--- config.mk ---
export PLATFORM = sky130hd
export DESIGN_NAME = dma_peripheral_endpoint
export DESIGN_NICKNAME = d
export VERILOG_FILES = /design/src/rtl/dma_peripheral_endpoint.sv
export SDC_FILE = /design/constraint.sdc
export NUM_CORES = 1
export LEC_CHECK = 0
export ABC_CLOCK_PERIOD_IN_PS = 3600
export BUFFER_PORTS_ARGS = -buffer_cell sky130_fd_sc_hd__buf_2
export CORE_ASPECT_RATIO = 0.8
export CORE_MARGIN = 2
export CORE_UTILIZATION = 56
export CTS_BUF_LIST = sky130_fd_sc_hd__clkbuf_8
export DETAILED_ROUTE_END_ITERATION = 8
export HOLD_SLACK_MARGIN = 0.05
export PLACE_DENSITY_LB_ADDON = 0.3
export SYNTH_ARGS = -nofsm -noshare
export SYNTH_HDL_FRONTEND = slang
export SYNTH_SLANG_ARGS = --single-unit
--- constraint.sdc ---
create_clock -name clock -period 3.6 [get_ports clock]
set_input_delay 0.54 -clock clock [delete_from_list [all_inputs] [get_ports clock]]
set_output_delay 0.54 -clock clock [all_outputs]
set_load 0.1 [all_outputs]
--- src/rtl/dma_peripheral_endpoint.sv ---
// Peripheral end of an 8237-style DMA channel: drives DREQ, answers DACK-qualified
// IOR/IOW cycles and buffers bytes between the system bus and local streams via a FIFO.
module dma_peripheral_endpoint #(
  parameter int unsigned FIFO_AW = 4,
  parameter int unsigned COUNT_W = 16
) (
  input  logic               clock,
  input  logic               reset,
  input  logic               mode,
  input  logic               start,
  input  logic               clear,
  output logic               dma_request,
  input  logic               dma_acknowledge_n,
  input  logic               io_read_n,
  input  logic               io_write_n,
  input  logic               terminal_count_n,
  input  logic [7:0]         data_bus_in,
  output logic [7:0]         data_bus_out,
  output logic               data_bus_out_en,
  input  logic               src_valid,
  input  logic [7:0]         src_data,
  output logic               src_ready,
  output logic               snk_valid,
  output logic [7:0]         snk_data,
  input  logic               snk_ready,
  output logic               done,
  output logic               underrun,
  output logic               overrun,
  output logic [COUNT_W-1:0] byte_count
);

  localparam int unsigned DEPTH = 2 ** FIFO_AW;
  localparam logic [FIFO_AW:0] FULL_LVL = {1'b1, {FIFO_AW{1'b0}}};

  typedef enum logic [1:0] {
    ST_IDLE,
    ST_ACTIVE,
    ST_DONE
  } state_t;

  state_t state, state_nxt;

  logic [7:0]         mem [DEPTH];
  logic [FIFO_AW-1:0] rd_ptr, wr_ptr;
  logic [FIFO_AW:0]   count;
  logic               mode_latched;
  logic               dack_q, ior_q, iow_q;
  logic               tc_latched;
  logic [7:0]         wdata_q;

  logic dack, empty, full;
  logic rd_edge, wr_edge, complete;
  logic bus_pop, bus_push, src_push, snk_pop, push, pop;
  logic underrun_ev, overrun_ev, tc_set, tc_finish;
  logic [7:0] wr_data;
  logic in_flight, dreq_nxt;
  logic [FIFO_AW+1:0] level, need;

  assign dack  = ~dma_acknowledge_n;
  assign empty = (count == '0);
  assign full  = (count == FULL_LVL);

  // A bus transfer completes on the rising strobe edge, only if DACK framed the low phase.
  assign rd_edge  = dack_q & ~ior_q & io_read_n;
  assign wr_edge  = dack_q & ~iow_q & io_write_n;
  assign complete = ~clear & (mode_latched ? wr_edge : rd_edge);

  assign snk_valid = mode_latched & ~clear & ~empty;
  assign snk_data  = mem[rd_ptr];
  assign snk_pop   = snk_valid & snk_ready;

  assign bus_pop     = complete & ~mode_latched & ~empty;
  assign underrun_ev = complete & ~mode_latched & empty;
  assign bus_push    = complete & mode_latched & (~full | snk_pop);
  assign overrun_ev  = complete & mode_latched & full & ~snk_pop;

  // A bus pop in the same cycle frees the slot, so a full FIFO can still accept a source byte.
  assign src_ready = ~mode_latched & ~clear & (~full | bus_pop);
  assign src_push  = src_valid & src_ready;

  assign push    = src_push | bus_push;
  assign pop     = bus_pop | snk_pop;
  assign wr_data = mode_latched ? wdata_q : src_data;

  assign data_bus_out    = empty ? 8'hFF : mem[rd_ptr];
  assign data_bus_out_en = dack & ~io_read_n & ~mode_latched & ~reset;

  assign tc_set    = ~terminal_count_n & dack & (mode_latched ? ~io_write_n : ~io_read_n);
  assign tc_finish = complete & tc_latched & (state == ST_ACTIVE);

  always_ff @(posedge clock or posedge reset) begin
    if (reset) state <= ST_IDLE;
    else       state <= state_nxt;
  end

  always_comb begin
    state_nxt = state;
    if (clear)          state_nxt = ST_IDLE;
    else if (start)     state_nxt = ST_ACTIVE;
    else if (tc_finish) state_nxt = ST_DONE;
  end

  // DREQ margin discounts both the byte under DACK and the byte completing this cycle,
  // so the registered request never outruns the FIFO.
  assign in_flight = mode_latched ? bus_push : bus_pop;
  assign level     = mode_latched ? {1'b0, FULL_LVL - count} : {1'b0, count};
  assign need      = {{(FIFO_AW+1){1'b0}}, 1'b1} + {{(FIFO_AW+1){1'b0}}, in_flight}
                   + {{(FIFO_AW+1){1'b0}}, dack};

  always_comb begin
    dreq_nxt = 1'b0;
    if ((state == ST_ACTIVE) && !clear && !tc_finish)
      dreq_nxt = (level >= need);
  end

  always_ff @(posedge clock) begin
    if (push) mem[wr_ptr] <= wr_data;
  end

  always_ff @(posedge clock or posedge reset) begin
    if (reset) begin
      rd_ptr <= '0;
      wr_ptr <= '0;
      count  <= '0;
    end else if (clear) begin
      rd_ptr <= '0;
      wr_ptr <= '0;
      count  <= '0;
    end else begin
      if (push) wr_ptr <= wr_ptr + 1'b1;
      if (pop)  rd_ptr <= rd_ptr + 1'b1;
      count <= count + {{FIFO_AW{1'b0}}, push} - {{FIFO_AW{1'b0}}, pop};
    end
  end

  always_ff @(posedge clock or posedge reset) begin
    if (reset) begin
      dack_q       <= 1'b0;
      ior_q        <= 1'b1;
      iow_q        <= 1'b1;
      wdata_q      <= '0;
      tc_latched   <= 1'b0;
      mode_latched <= 1'b0;
      dma_request  <= 1'b0;
      done         <= 1'b0;
      underrun     <= 1'b0;
      overrun      <= 1'b0;
      byte_count   <= '0;
    end else begin
      dack_q      <= dack;
      ior_q       <= io_read_n;
      iow_q       <= io_write_n;
      dma_request <= dreq_nxt;
      done        <= tc_finish;
      if (dack && !io_write_n) wdata_q <= data_bus_in;

      if (clear || start)          tc_latched <= 1'b0;
      else if (tc_set)             tc_latched <= 1'b1;
      else if (complete || !dack)  tc_latched <= 1'b0;

      if (start && !clear) mode_latched <= mode;

      if (start && !clear)  byte_count <= '0;
      else if (complete)    byte_count <= byte_count + 1'b1;

      if (clear) begin
        underrun <= 1'b0;
        overrun  <= 1'b0;
      end else begin
        if (underrun_ev) underrun <= 1'b1;
        if (overrun_ev)  overrun  <= 1'b1;
      end
    end
  end

endmodule

==> reports/metrics.csv <==
metric,value,unit
status,completed,
detailed_place_hpwl,10600,µm
hold_ws,0.210,ns
detail-route-antenna-nets,0,
cts-root-to-sink-buffers,2,
yosys.area_share.simple,0.0881,
synth_xor_xnor_area_share,0.0111,
timing.max_slew.rel_slack,0.280,
hold_critical_path_depth,1,
syn2layout_area_growth,14.1,%
post_route_worst_setup_slack,0.157,ns
synth-seq-area-share,0.639,
remaining_drc_errors,0,
synthesis.area,7890,µm²
synth_enable_flop_cells,128,
worstHoldStart,io_write_n,
total_overflow_reported_by_the_global_router,0,
design.die.area,15100,µm²
synth_fp_nets,539,
p_per_area,581,nW/µm²
drt-pass1-iter-count,5,
pins_over_their_slew_limit,0,
post_drt_wl_per_cell,20.8,µm
place.gp.congestion,0.831,
floorplan.die.height,110,µm
critical_path_peak_fanout,4,
regToRegStartpoint,count[1],
post-place-cells,733,
finalWorstPathRequiredPeriod,3.44,ns
data_required_time_at_the_worst_endpoint,3.94,ns
final.period_utilization,0.956,
numPortBuffers,65,
worstRegToRegCells,16,
max-cap-violations,0,
fraction_of_final_layout_cells_sized_beyond_drive_strength_1,0.351,
min_delay_worst_endpoint,iow_q,
num_rows,38,
endpoint_kind,flop,
async_flop_share,0.273,
yosys-mux-area-fraction,0.155,
htreeDepth,4,
route.vias.total,4571,
postSynthRegisterBits,176,
overall_power_consumption,0.00523,W
clkSlewWorstSetupHoldPaths,0.09,ns
crit-reg2reg-capture,count[4],
syn-instance-count,492,
cts-buffers-inserted,17,
grt_first_pass_wirelength,25200,µm
setup_violations,0,
synthAdderAreaFrac,0.0327,
worstHoldPathType,input pin to flop,
ys_dominant_reg_cell,edfxtp_1,
placement.setup.worst_slack,0.106,ns
ys_types,62,
drt-initial-drc-count,301,
most_frequent_cells_in_the_layout,"edfxtp_1, buf_2, dfrtp_1",
worst-endpoint-arrival,3.78,ns
ys_warn_count,0,
total_routed_length,16000,µm
fin_skew,0.0187,ns
pin_count_of_the_biggest_net_entering_global_routing,49,
start_util,0.578,
static-leakage-power,3.28,nW
clk_latency_worst_skew_pair,0.46,ns
max_slew.worst_pin.slew,1.08,ns
dieWidth,137,µm
criticalPathCategory,flop to flop,
cts-hold-fix-buffers,0,
fin_cells,769,
nets,623,
global_route_usage_sum,0.232,
avgViaCountPerCell,5.94,
vdd_ir_drop_max,0.628,mV
setup_tns,0,ns
finalHoldViolCount,0,
tritoncts,yes,
synth-compound-area-share,0.0493,
fmax,290,MHz
antenna_cells_inserted,0,
layout_commonest_cell,edfxtp_1,
tritoncts_num_sinks,176,
critical_path.startpoint_type,flop,
synth_area_per_cell,16.0,µm²
core_ar,13600,µm²
vias_in_the_first_global_route,4554,
design.portCount,66,
number_of_antenna_violations_at_the_first_check_in_global_routing,0,
cts-root-buf,clkbuf_8,
worst-r2r-setup-slack,0.16,ns
combinational_family_with_the_most_area_after_synthesis,multiplexers,
-- cell type report --
cell class                 instances  area (µm²)
multi-input combinational        271        2720
timing repair buffer              90         526
clock inverter                    15         176
inverter                          20        75.1
sequential                       176        5050
clock buffer                      17         234
tap                              180         225
fill                             953        4640
-- what timing repair did --
action	4_1_cts	5_1_grt
setup buffers	0	4
setup endpoints to repair	0	1
gates resized for setup	0	5
-- cells in the mapped netlist (5+ instances only) --
cell type / count / share of area
edfxtp_1: 128 / 0.49
dfrtp_1: 46 / 0.15
mux4_2: 32 / 0.091
mux2i_1: 31 / 0.039
inv_1: 20 / 0.0095
ha_1: 19 / 0.030
mux2_2: 17 / 0.024
nand2_1: 17 / 0.0081
nor2_1: 16 / 0.0076
a21oi_1: 13 / 0.0082
clkbuf_1: 13 / 0.0062
o21ai_0: 11 / 0.0070
or2_2: 9 / 0.0071
buf_2: 8 / 0.0051
nor4bb_1: 8 / 0.010
nand3_1: 7 / 0.0044
or3_1: 7 / 0.0055
nand2b_1: 6 / 0.0048
and4b_1: 5 / 0.0063
xnor2_1: 5 / 0.0055
xor2_1: 5 / 0.0055
-- state kept, by name, summed over array words and instances (netlist names) --
name and cells:
overrun 1, wdata_q 8, ior_q 1, byte_count 16, mode_latched 1, dma_request 1, rd_ptr 4, wr_ptr 4
count 5, underrun 1, state 2, iow_q 1, tc_latched 1, dack_q 1, done 1, mem 128
-- power by group --
part	internal (W)	switching, W	leakage, nW
clock network	0.000739	0.000671	0.211
registers	0.00229	0.0000487	1.79
logic	0.000443	0.00104	1.28
total	0.00348	0.00176	3.28
-- through the flow --
stage,instance area [µm²],util
2_1_floorplan,7940,-
3_3_place_gp,8540,0.626
3_5_place_dp,8540,0.626
4_1_cts,8950,0.656
5_1_grt,9000,0.660
6_report,9000,0.660
-- routing by layer --
layer / track usage / up-vias / share of wire
li1: - / 2081 / -
met1: 0.338 / 2349 / 0.47
met2: 0.353 / 116 / 0.46
met3: 0.0466 / 25 / 0.047
met4: 0.0818 / 0 / 0.019
met5: 0 / - / 0
-- critical path: stages, from the launching register on --
cell	delay, ns
dfrtp_1	0.43
inv_2	0.08
ha_1	0.20
and2_1	0.18
ha_1	0.23
nand4bb_4	0.27
a2111oi_4	0.36
nor2_2	0.10
ha_1	0.28
inv_1	0.06
ha_1	0.16
inv_1	0.06
fa_1	0.41
o21bai_1	0.19
a21oi_1	0.11
xnor2_1	0.16
nor2_1	0.05
-- kinds of logic after synthesis --
family	count (synthesis)
muxes	80
xor gates and xnor gates	10
adders and majority gates	20
buffers and inverters	45
and+or+nand+nor	106
DFF	176
AOI/OAI and AO/OA	55
-- worst max path at each step --
| stage | startpoint | end | slack (ns) | cells past startpoint |
|---|---|---|---|---|
| 2_1_floorplan | count[1] | snk_valid | -0.33 | 6 |
| 3_3_place_gp | count[1] | count[4] | 0.21 | 16 |
| 3_5_place_dp | count[1] | count[4] | 0.11 | 16 |
| 4_1_cts | count[2] | count[4] | 0.08 | 16 |
| 5_1_grt | count[1] | count[4] | -0.06 | 16 |
| 6_report | count[1] | count[4] | 0.16 | 16 |
(Power assumes the default switching activity.)
